**config.mk**
```make
export PLATFORM = sky130hd
export DESIGN_NAME = spi_frame_controller
export DESIGN_NICKNAME = d
export VERILOG_FILES = /design/src/rtl/spi_frame_controller.sv
export SDC_FILE = /design/constraint.sdc
export NUM_CORES = 1
export LEC_CHECK = 0
export ABC_AREA = 1
export CAP_MARGIN = 20
export CORE_MARGIN = 10
export CORE_UTILIZATION = 59
export DETAILED_ROUTE_END_ITERATION = 8
export GPL_TIMING_DRIVEN = 0
export PLACE_DENSITY = 0.84
export SLEW_MARGIN = 20
export SYNTH_ARGS = -nofsm -noshare
export SYNTH_HDL_FRONTEND = slang
export SYNTH_SLANG_ARGS = --single-unit
```
**constraint.sdc**
```tcl
create_clock -name clk -period 3.6 [get_ports clk]
set_input_delay 0.72 -clock clk [delete_from_list [all_inputs] [get_ports clk]]
set_output_delay 0.72 -clock clk [all_outputs]
set_load 0.01 [all_outputs]
```
**src/rtl/spi_frame_controller.sv**
```systemverilog
// SPI mode-0 slave that turns 16-bit command/data frames into single-cycle
// register accesses. All SPI pins are resynchronised into the clk domain.
module spi_frame_controller #(
  parameter int SYNC_STAGES = 2
) (
  input  logic       clk,
  input  logic       rstn,
  input  logic       spi_sck,
  input  logic       spi_cs_n,
  input  logic       spi_mosi,
  output logic       spi_miso,
  output logic [3:0] addr_bus,
  output logic       addr_sel,
  output logic       wr_en,
  output logic [7:0] wr_data,
  output logic       rd_en,
  input  logic [7:0] rd_data,
  output logic       busy,
  output logic       frame_err
);

  typedef enum logic [2:0] {
    IDLE, CMD, RD_ACCESS, RD_CAPTURE, DATA, WR_COMMIT, WAIT_CS
  } state_t;

  logic [SYNC_STAGES-1:0] sck_sync_q, cs_sync_q, mosi_sync_q, valid_q;
  logic                   sck_prev_q, cs_prev_q;
  logic                   sck_s, cs_s, mosi_s;
  logic                   sck_rise, sck_fall, cs_fall;

  state_t      state_q, state_d;
  logic [4:0]  bit_cnt_q, bit_cnt_d;
  logic [7:0]  rx_q, rx_d, rx_shift;
  logic [7:0]  tx_q, tx_d;
  logic [3:0]  addr_q, addr_d, addr_hold_q, addr_hold_d;
  logic [7:0]  wr_data_q, wr_data_d;
  logic        rw_q, rw_d;
  logic        frame_err_q, frame_err_d;
  logic        armed_q, armed_d;

  always_ff @(posedge clk or negedge rstn) begin
    if (!rstn) begin
      sck_sync_q  <= '0;
      cs_sync_q   <= '1;
      mosi_sync_q <= '0;
      valid_q     <= '0;
      sck_prev_q  <= 1'b0;
      cs_prev_q   <= 1'b1;
    end else begin
      sck_sync_q  <= {sck_sync_q[SYNC_STAGES-2:0], spi_sck};
      cs_sync_q   <= {cs_sync_q[SYNC_STAGES-2:0], spi_cs_n};
      mosi_sync_q <= {mosi_sync_q[SYNC_STAGES-2:0], spi_mosi};
      valid_q     <= {valid_q[SYNC_STAGES-2:0], 1'b1};
      sck_prev_q  <= sck_s;
      cs_prev_q   <= cs_s;
    end
  end

  assign sck_s    = sck_sync_q[SYNC_STAGES-1];
  assign cs_s     = cs_sync_q[SYNC_STAGES-1];
  assign mosi_s   = mosi_sync_q[SYNC_STAGES-1];
  assign sck_rise = sck_s & ~sck_prev_q;
  assign sck_fall = ~sck_s & sck_prev_q;
  assign cs_fall  = ~cs_s & cs_prev_q;

  always_ff @(posedge clk or negedge rstn) begin
    if (!rstn) begin
      state_q     <= IDLE;
      bit_cnt_q   <= '0;
      rx_q        <= '0;
      tx_q        <= '0;
      addr_q      <= '0;
      addr_hold_q <= '0;
      wr_data_q   <= '0;
      rw_q        <= 1'b0;
      frame_err_q <= 1'b0;
      armed_q     <= 1'b0;
    end else begin
      state_q     <= state_d;
      bit_cnt_q   <= bit_cnt_d;
      rx_q        <= rx_d;
      tx_q        <= tx_d;
      addr_q      <= addr_d;
      addr_hold_q <= addr_hold_d;
      wr_data_q   <= wr_data_d;
      rw_q        <= rw_d;
      frame_err_q <= frame_err_d;
      armed_q     <= armed_d;
    end
  end

  always_comb begin
    state_d     = state_q;
    bit_cnt_d   = bit_cnt_q;
    rx_d        = rx_q;
    tx_d        = tx_q;
    addr_d      = addr_q;
    addr_hold_d = addr_hold_q;
    wr_data_d   = wr_data_q;
    rw_d        = rw_q;
    frame_err_d = 1'b0;
    // A CS low level still present when reset releases must not open a frame:
    // only a fall after a genuinely sampled high counts.
    armed_d     = armed_q | (valid_q[SYNC_STAGES-1] & cs_s);
    rx_shift    = {rx_q[6:0], mosi_s};

    if (cs_s)
      bit_cnt_d = '0;
    else if (sck_rise && bit_cnt_q != 5'd31)
      bit_cnt_d = bit_cnt_q + 5'd1;
    if (sck_rise)
      rx_d = rx_shift;

    case (state_q)
      IDLE: begin
        tx_d = '0;
        if (armed_q && cs_fall) state_d = CMD;
      end
      CMD: begin
        if (cs_s) begin
          state_d     = IDLE;
          frame_err_d = 1'b1;
        end else if (sck_rise && bit_cnt_q == 5'd7) begin
          rw_d        = rx_shift[7];
          addr_hold_d = rx_shift[6:3];
          if (rx_shift[7]) begin
            state_d = DATA;
          end else begin
            addr_d  = rx_shift[6:3];
            state_d = RD_ACCESS;
          end
        end
      end
      RD_ACCESS: begin
        if (cs_s) begin
          state_d     = IDLE;
          frame_err_d = 1'b1;
        end else begin
          state_d = RD_CAPTURE;
        end
      end
      RD_CAPTURE: begin
        if (cs_s) begin
          state_d     = IDLE;
          frame_err_d = 1'b1;
        end else begin
          tx_d    = rd_data;
          state_d = DATA;
        end
      end
      DATA: begin
        if (cs_s) begin
          state_d     = IDLE;
          frame_err_d = 1'b1;
        end else begin
          // Falls after rises 9..15 advance the read byte; bit 7 is already out.
          if (!rw_q && sck_fall && bit_cnt_q >= 5'd9 && bit_cnt_q <= 5'd15)
            tx_d = {tx_q[6:0], 1'b0};
          if (sck_rise && bit_cnt_q == 5'd15) begin
            if (rw_q) begin
              addr_d    = addr_hold_q;
              wr_data_d = rx_shift;
              state_d   = WR_COMMIT;
            end else begin
              state_d = WAIT_CS;
            end
          end
        end
      end
      WR_COMMIT: state_d = WAIT_CS;
      WAIT_CS:   if (cs_s) state_d = IDLE;
      default:   state_d = IDLE;
    endcase
  end

  assign spi_miso  = tx_q[7];
  assign addr_bus  = addr_q;
  assign wr_data   = wr_data_q;
  assign rd_en     = (state_q == RD_ACCESS);
  assign wr_en     = (state_q == WR_COMMIT);
  assign addr_sel  = rd_en | wr_en;
  assign busy      = (state_q != IDLE);
  assign frame_err = frame_err_q;

endmodule

```
==> results of run 1 <==
## kinds of logic after synthesis
| family | share of synthesized area, % |
|---|---|
| compound gates | 8.95 |
| fa+ha+maj | 2.06 |
| buf+inv | 6.64 |
| flops | 53.7 |
| other cells | 0.154 |
| simple gates | 28.5 |
## placed cells by master, fill, tap and decap left out, types with 2 or more instances in the layout
cell type | netlist | layout
dfrtp_1 | 49 | 49
nand2_2 | 2 | 2
clkbuf_1 | 3 | 4
nor2_4 | 2 | 2
o21ai_0 | 18 | 18
nand2_1 | 103 | 103
ha_1 | 4 | 4
a21oi_1 | 6 | 6
inv_2 | 2 | 2
o22ai_1 | 2 | 2
clkdlybuf4s50_1 | 0 | 29
buf_6 | 3 | 3
dfstp_2 | 3 | 3
o21ai_2 | 8 | 8
clkbuf_8 | 0 | 5
inv_1 | 26 | 26
nand3_2 | 2 | 2
nor2_1 | 18 | 18
nand3_1 | 31 | 31
## flip-flops by register name (all words and copies together), names as in the netlist
signal / cells
frame_err: 1
tx_q: 8
state_q: 3
cs_sync_q: 2
rx_q: 7
sck_prev_q: 1
wr_data: 8
bit_cnt_q: 5
cs_prev_q: 1
addr_hold_q: 4
mosi_sync_q: 2
sck_sync_q: 2
rw_q: 1
addr_bus: 4
armed_q: 1
valid_q: 2
## power breakdown
| group | switching [mW] | internal, mW |
|---|---|---|
| clock network | 0.183 | 0.206 |
| logic | 0.458 | 0.261 |
| registers | 0.0534 | 0.668 |
| total | 0.695 | 1.14 |
## worst max path at each step
| stage | start | to | slack, ps | cells past startpoint |
|---|---|---|---|---|
| global placement | rstn | tx_q[3]$_DFFE_PN0P_ | 350 | 1 |
| floorplan | bit_cnt_q[0]$_DFFE_PN0P_ | wr_data[5]$_DFFE_PN0P_ | 1880 | 10 |
| global route | state_q[2]$_DFFE_PN0P_ | addr_sel | 970 | 5 |
| finish | state_q[1]$_DFFE_PN0P_ | addr_sel | 1140 | 4 |
| CTS | state_q[2]$_DFFE_PN0P_ | addr_sel | 1130 | 5 |
| detailed placement | state_q[2]$_DFFE_PN0P_ | addr_sel | 1470 | 5 |
## layer usage
| metal | GRT usage (%) | up-vias |
|---|---|---|
| met4 | 3.35 | 0 |
| li1 | - | 995 |
| met2 | 24.8 | 51 |
| met1 | 16.8 | 917 |
| met5 | 0 | - |
| met3 | 4.83 | 4 |
## metrics by stage
stage,setup slack (ps),instance area (µm²),std cells,hold slack (ps)
final,1140,2900,379,347
after global routing,970,2900,379,370
after CTS,1130,2900,379,352
after detailed placement,1470,2790,371,336
after global placement,348,2800,371,332
after floorplan,1880,2430,291,331
## worst register-to-register path, stage by stage (launching register included)
cell	delay (ps)
dfrtp_1	440
ha_1	200
nand2_1	70
nor2_1	140
ha_1	220
inv_1	60
nand2_1	60
nand3_1	70
nand2_1	240
nand2_1	260
nand2_1	120
nand2_1	50
## cell type report
class	count	area, µm²	share of cell area, %
sequential	52	1310	45.0
multi-input combinational	203	966	33.3
timing repair buffer	30	298	10.3
inverter	29	111	3.84
clock buffer	6	72.6	2.50
tap	50	62.6	2.16
buffer	7	50.0	1.73
clock inverter	2	35.0	1.21
==> results.md, run 1 <==
* Outcome: complete, no violations
* 1st-pass router iterations at 5
* Die Footprint at a little over 0.007 mm²
* Root buffer cell: clkbuf_8
* GRT Overall Usage at 14.4%
* Fraction of registers with async set/reset at between 90% and 100%
* Final nets at ~350
* Worst Reg-to-Reg Cells at 11
* Num rows at 23
* Vias after detailed routing at ~2.0k
* Chip height at roughly 84 µm
* Cells along the critical path: inv_1 > nand3_1 > o21ai_0 > clkdlybuf4s50_1
* Cts repair resizes at 0
* Metal2 WL at approximately 2400 µm
* Final Skew at 6.17 ps
* Hold_buf cts at 0
* Fin. max-slew vios at 0
* Unrepaired setup endpoints after global routing: no
* Syn nets at 308
* Overflow after GRT at 0
* Post-layout min period at 2460 ps
* Share of the synthesized area in the top cell type at 50.4%
* Post-Route WL at between 4000 and 5000 µm
* Worst-path clk slew at around 90 ps
* First-pass GRT wire length at between 8000 and 9000 µm
* Startpoint Class: flip-flop
* Max layer used: met4
* Crit path max-delay family: buffers and inverters
* Antenna Nets Post-Route at 0
* Buf/Inv on CP at 2
* WP data required at between 2000 and 3000 ps
* Clk Latency, worst-skew pair at approximately 300 ps
* Sink Count at 52
* Min-delay worst type: reg2reg
* VDD IR max at roughly 360 µV
* Wire per inst at 13.0 µm
* Max_slew headroom at 57.4%
* Power per cell area at 631 mW/mm²
* P_leak at 1.46 nW
* Register area share after synthesis at between 50% and 60%
* WS Path Type: reg2out
* Synth Warn # at 0
* Port Buffers at 30
* Count leader, synth: nand2_1
* Die Wd at between 80 and 90 µm
* R2R Setup Slk at 1550 ps
* Met3 routed WL at between 300 and 400 µm
* Ys flop type: dfrtp_1
* Largest net degree at the start of global routing at 53
* Post-synth EDFFs at 0
* Max-Cap Viols at 0
* CP peak stage delay at 560 ps
* Largest cells by area after synthesis: dfrtp_1, nand2_1, nand3_1
* Max Fclk at 0.406 GHz
* Filler Cells Inserted at just under 300
* Yosys top cell by area: dfrtp_1
* Gpl congestion at 0.859
* Reg2Reg Capture Point: tx_q[0]$_DFFE_PN0P_
* Starting DRT DRC Count at roughly 160
* CTS tree: yes
* Most frequent cells after synthesis: nand2_1, dfrtp_1, nand3_1
* #FFs+latches synth at 52
* Worst-margin pin slew at 639 ps
* # DRC at 0
* I/O pin cnt at 31
* Hold endpoint: valid_q[1]$_DFF_PN0_
* Antenna violations before repair at 0
* Max Fanout on Critical Path at 5
* Post-synthesis cell type count at 26
* CP arrival at between 1500 and 2000 ps
* Core area at 0.00400 mm²
* Initial Util at around three fifths
* Syn_area_per_cell at between 8 and 9 µm²
* Vias in the first global route at roughly 1.9k
* Crit share post-route at between 60% and 70%
* Cells after Synth at ~290
* Layout cells sized above 1 at around a tenth
* Post-CTS Setup Inserts at 0
* Final Power at approximately 1.8 mW
* Area grow syn2layout at 19.2%
* Worst hold path stage count at 0
* Critical path's slowest cell: clkdlybuf4s50_1
* Post-DP HPWL at 3410 µm
* Hold Fails Final Rpt at 0
* H-tree depth at 2
* Mapped Area at between 0.002 and 0.0025 mm²
* Metal-1 WL at between 2000 and 2500 µm
* Total negative slack at 0 ps
* Ant. Diodes at 0
* Final setup viols at 0
* RR Startpoint: bit_cnt_q[0]$_DFFE_PN0P_
* Num CTS Buffers at 5
* Fin util at 72.5%
* DR vias/cell at 5.19
* Hold wc startpoint: valid_q[0]$_DFF_PN0_
* Clock Path Buffers at 2
* Crit end category: primary output
Power figures use the tool's default switching activity.
==> inputs of run 2 (changes only) <==
Settings changed: CORE_UTILIZATION 59 to 55, PLACE_DENSITY 0.84 to 0.79.
Clock period 3.6 ns to 2.4 ns, I/O delays scaled along.
==> run 2 against run 1 <==
First-iteration DRC count down 26%. Die area up 5.5%. Cell count up 0.53%. Hold slack worse by 170 ps. Wire length down 3.8%. Sequential power up 51%. Clock-buffer cell count up 1. Via count down 1.3%. Critical endpoint unchanged. Largest power group unchanged. Register-to-register slack worse by 1200 ps. Combinational power up 47%.
==> results.md, run 2 (synthesis results as in run 1) <==
* Die Wd at 86.5 µm (+2.7%)
* Most frequent cells in the layout: nand2_1, dfrtp_1, nand3_1
* Post-CTS Setup Inserts at 0 (unchanged)
* Post-Route WL at 4720 µm (-3.8%)
* Vias in the first global route at 2,038 (+5.9%)
* Worst-margin pin slew at 633 ps (-6.21 ps)
* Final worst slack at 181 ps (-955 ps)
* Final Power at 2.65 mW (+45%)
* Root buffer cell: clkbuf_8
* Hold Slack at 181 ps (-166 ps)
* VDD IR max at 480 µV (+35%)
* Max Fclk at 0.451 GHz
* Commonest non-fill, non-tap cell in the layout: nand2_1
* Crit share post-route at a little over 90%
* Design Area, Final at 0.00289 mm² (-0.39%)
* Worst-path clk slew at 90 ps (about the same)
* P_sw at 1.02 mW (+47%)
* Power per cell area at 918 mW/mm² (+45%)
* Cts repair resizes at 0 (unchanged)
* Final setup viols at 0 (unchanged)
* Unrepaired setup endpoints after global routing: no
* # DRC at 0 (unchanged)
* Chip height at 86.5 µm (+2.7%)
* Max-Cap Viols at 0 (unchanged)
* Final nets at 345 (unchanged)
* Final Non-Filler Cells at 381 (+0.53%)
* Clk pwr share at 19.0% (-2.3 points)
* WP data required at 1920 ps (-960 ps)
* Min-delay worst type: in2async
* WS Path Type: reg2out
* Num CTS Buffers at 5 (unchanged)
* I/O pin cnt at 31 (unchanged)
* Max_slew headroom at 57.8% (+0.41 points)
* Sink Count at 52 (unchanged)
* Area grow syn2layout at 18.8%
* Overflow after GRT at 0 (unchanged)
* P_leak at 1.45 nW (-0.73%)
* CP arrival at 1740 ps (about the same)
* Post-Place Cells at 373 (+0.54%)
* DR vias/cell at 5.09 (-1.8%)
* Initial Util at 56.3% (-4.6 points)
* Startpoint Class: flip-flop
* Area after DPL at 0.00280 mm² (about the same)
* Core area at 0.00432 mm² (+8.1%)
* Hold_buf cts at 0 (unchanged)
* Post-DP HPWL at 3410 µm (about the same)
* Ant. Diodes at 0 (unchanged)
* Antenna Nets Post-Route at 0 (unchanged)
* Largest net degree at the start of global routing at 53 (unchanged)
* Starting DRT DRC Count at 121 (-26%)
* Final Skew at 7.48 ps (+1.31 ps)
* CTS tree: yes
* Post-layout min period at ~2200 ps
* Outcome: complete, no violations
* Clk Latency, worst-skew pair at 300 ps (about the same)
* Fin. max-slew vios at 0 (unchanged)
* Switch share at 38.6% (+0.65 points)
* Minimum setup slack after placement at 363 ps (-1100 ps)
* Clock Path Buffers at 2 (unchanged)
* Int Pwr at 1.63 mW (+43%)
* Vias after detailed routing at 1,941 (-1.3%)
* Layout cells sized above 1 at 10.3% (unchanged)
* GRT Overall Usage at 13.8% (-0.62 points)
* Gpl congestion at 0.848 (-1.2%)
* Port Buffers at 30 (unchanged)
* Max Fanout on Critical Path at 8 (+3)
* Num rows at 24 (+4.3%)
* Die Footprint at 0.00748 mm² (+5.5%)
* Crit end category: primary output
* Hold Fails Final Rpt at 0 (unchanged)
* Seq pwr share at 41.0% (+1.6 points)
* H-tree depth at 2 (unchanged)
* 1st-pass router iterations at 4 (-1)
* Logic pwr share at 40.0% (+0.7 points)
* Wire per inst at 12.4 µm (-4.3%)
* First-pass GRT wire length at 8630 µm (-0.48%)
* Antenna violations before repair at 0 (unchanged)
run 2: per-stage QoR:
step / utilization (%) / TNS [ps]
after global routing: 66.8 / 0
after floorplan: - / 0
after global placement: 64.7 / -33880
after CTS: 66.8 / 0
final: 66.8 / 0
after detailed placement: 64.6 / 0
run 2: metal layers:
layer	up-vias	part of all wire (%)	GRT usage (%)
met1	913	45	16.0
met5	-	0	0
li1	994	-	-
met3	4	4.7	4.50
met4	0	0.72	5.30
met2	30	49	23.0
run 2: power by group through the flow:
stage                     clock network, mW  registers, mW  logic (mW)
after CTS                             0.521           1.09        1.07
after global placement                    0           1.10        1.05
final                                 0.504           1.09        1.06
after floorplan                           0           1.10       0.708
after detailed placement                  0           1.10        1.07
after global routing                  0.554           1.10        1.22
run 2: path summary, 6_finish.rpt:
kind / from / end / slack [ps] / cells past startpoint
worst max-delay path: state_q[2]$_DFFE_PN0P_ / addr_sel / 180 / 5
max in group asynchronous: rstn / addr_bus[3]$_DFFE_PN0P_ / 1770 / 1
worst min register to register: valid_q[0]$_DFF_PN0_ / valid_q[1]$_DFF_PN0_ / 350 / 0
worst min-delay path: rstn / bit_cnt_q[3]$_DFFE_PN0P_ / 180 / 1
min in group clk: valid_q[0]$_DFF_PN0_ / valid_q[1]$_DFF_PN0_ / 350 / 0
worst max register to register: bit_cnt_q[0]$_DFFE_PN0P_ / tx_q[2]$_DFFE_PN0P_ / 320 / 11
run 2: final cells by class:
| type | count | area (µm²) |
|---|---|---|
| fill | 353 | 1440 |
| sequential | 52 | 1310 |
| multi-input combinational | 203 | 966 |
| timing repair buffer | 30 | 298 |
| inverter | 29 | 111 |
| clock buffer | 7 | 86.3 |
| tap | 52 | 65.1 |
| buffer | 7 | 50.0 |
| clock inverter | 1 | 7.51 |
run 2: worst max-delay path, stage by stage (launching register included):
cell             delay [ps]
dfrtp_1                 370
buf_2                   170
inv_2                   110
nand2_1                  90
o21ai_0                 150
clkdlybuf4s50_1         560
==> inputs of run 3 (changes only) <==
Settings changed: CAP_MARGIN 20 to 0, GPL_TIMING_DRIVEN 0 to 1.
==> run 3 against run 2 <==
Sequential power about the same. Maximum frequency shrank 0.15%. Wire length fell by 2.5%. Combinational power is 6% lower. Clock power increased by 20%. Flip-flop and latch count did not move. Register-to-register slack improved by 60 ps. Clock skew decreased by 2.4 ps. First-iteration DRC count grew 19%. Critical path type unchanged. Critical endpoint unchanged. Largest cell class unchanged.
==> results.md, run 3 (synthesis results as in run 1) <==
* WP data required at 1920 ps (about the same)
* Unrepaired setup endpoints after global routing: no
* Largest net degree at the start of global routing at 53 (unchanged)
* Crit end category: primary output
* Wire per inst at 12.2 µm (-1.5%)
* Fin. max-slew vios at 0 (unchanged)
* # DRC at 0 (unchanged)
* Post-DP HPWL at 3320 µm (-2.6%)
* CP arrival at 1740 ps (about the same)
* Initial Util at 56.3% (unchanged)
* Commonest non-fill, non-tap cell in the layout: nand2_1
* Clk Latency, worst-skew pair at 300 ps (about the same)
* VDD IR max at 505 µV (+5.3%)
* Hold Fails Final Rpt at 0 (unchanged)
* Area after DPL at 0.00278 mm² (-0.63%)
* Overflow after GRT at 0 (unchanged)
* Power per cell area at 942 mW/mm² (+2.6%)
* Post-CTS Setup Inserts at 0 (unchanged)
* DR vias/cell at 5.10 (about the same)
* Die Footprint at 0.00748 mm² (unchanged)
* Vias after detailed routing at 1,922 (-0.98%)
* Antenna Nets Post-Route at 0 (unchanged)
* Ant. Diodes at 0 (unchanged)
* Starting DRT DRC Count at 144 (+19%)
* CTS tree: yes
* Post-Route WL at 4600 µm (-2.5%)
* Total negative slack at 0 ps (unchanged)
* R2R Setup Slk at 380 ps (+60 ps)
* Clock Path Buffers at 2 (unchanged)
* Gpl congestion at 0.847 (about the same)
* Die Wd at 86.5 µm (unchanged)
* P_leak at 1.45 nW (about the same)
* Num rows at 24 (unchanged)
* Antenna violations before repair at 0 (unchanged)
* Final setup viols at 0 (unchanged)
* Worst-margin pin slew at 701 ps (+67.8 ps)
* Root buffer cell: clkbuf_8
* Hold Slack at 150 ps (-30.7 ps)
* Final nets at 341 (-1.2%)
* 1st-pass router iterations at 4 (unchanged)
* Port Buffers at 30 (unchanged)
* Hold_buf cts at 0 (unchanged)
* WS Path Type: reg2out
* I/O pin cnt at 31 (unchanged)
* Sink Count at 52 (unchanged)
* Core area at 0.00432 mm² (unchanged)
* Final Skew at 5.08 ps (-2.40 ps)
* Outcome: complete, no violations
* Area grow syn2layout at 18.9%
* Max Fanout on Critical Path at 5 (-3)
* H-tree depth at 2 (unchanged)
* Num CTS Buffers at 5 (unchanged)
* GRT Overall Usage at 13.4% (-0.32 points)
* Max-Cap Viols at 0 (unchanged)
* Layout cells sized above 1 at 10.5% (+0.13 points)
* Crit share post-route at 92.6% (+0.14 points)
* Max_slew headroom at 53.3% (-4.5 points)
* Post-layout min period at 2220 ps (+3.34 ps)
* Chip height at 86.5 µm (unchanged)
* Max Fclk at 0.450 GHz (-0.15%)
* First-pass GRT wire length at 8400 µm (-2.7%)
* Startpoint Class: flip-flop
* Most frequent cells in the layout: nand2_1, dfrtp_1, nand3_1
* Vias in the first global route at 1,920 (-5.8%)
* Worst-path clk slew at 100 ps (about the same)
* Min-delay worst type: in2async
* Cts repair resizes at 0 (unchanged)
* Design Area, Final at 0.00289 mm² (+0.13%)
## run 3: per-stage QoR
step | cells | setup slack, ps | total power [mW] | utilization (%)
floorplan | 291 | 682 | 1.81 | -
finish | 377 | 178 | 2.72 | 66.9
global placement | 369 | 498 | 2.13 | 64.2
CTS | 377 | 179 | 2.76 | 66.9
detailed placement | 369 | 411 | 2.15 | 64.2
global route | 377 | 58.5 | 2.96 | 66.9
## run 3: routing by layer
layer	vias up	GRT usage [%]	routed length [µm]
met5	-	0	0
met4	0	3.53	34
met3	6	3.85	273
met2	39	23.0	2210
met1	890	16.1	2090
li1	987	-	-
## run 3: final cells by class
type	count	area, µm²
fillers	371	1430
flip-flops and latches	52	1310
multi-input cells	203	966
well taps	52	65.1
clock inverters	3	46.3
inverters	29	111
repair buffers	33	330
clock buffers	5	68.8
## run 3: report_power, final
| part | total [mW] | leakage, nW | internal [mW] | switching (mW) |
|---|---|---|---|---|
| clock | 0.606 | 0.0548 | 0.314 | 0.292 |
| sequential | 1.12 | 0.681 | 1.00 | 0.123 |
| combinational | 0.994 | 0.713 | 0.378 | 0.616 |
## run 3: critical path, stage by stage, from the launching register on
cell             delay (ps)
dfrtp_1                 460
inv_1                   180
nand3_1                 150
o21ai_0                 100
clkdlybuf4s50_1         560
## run 3: final timing paths
kind	endpoint	cells past startpoint	from
worst max-delay path	addr_sel	4	state_q[1]$_DFFE_PN0P_
worst min-delay path	valid_q[1]$_DFF_PN0_	2	rstn
max in group asynchronous	cs_sync_q[0]$_DFF_PN1_	2	rstn
min in group clk	sck_sync_q[1]$_DFF_PN0_	0	sck_sync_q[0]$_DFF_PN0_
worst max register to register	wr_data[3]$_DFFE_PN0P_	8	bit_cnt_q[0]$_DFFE_PN0P_
worst min register to register	sck_sync_q[1]$_DFF_PN0_	0	sck_sync_q[0]$_DFF_PN0_
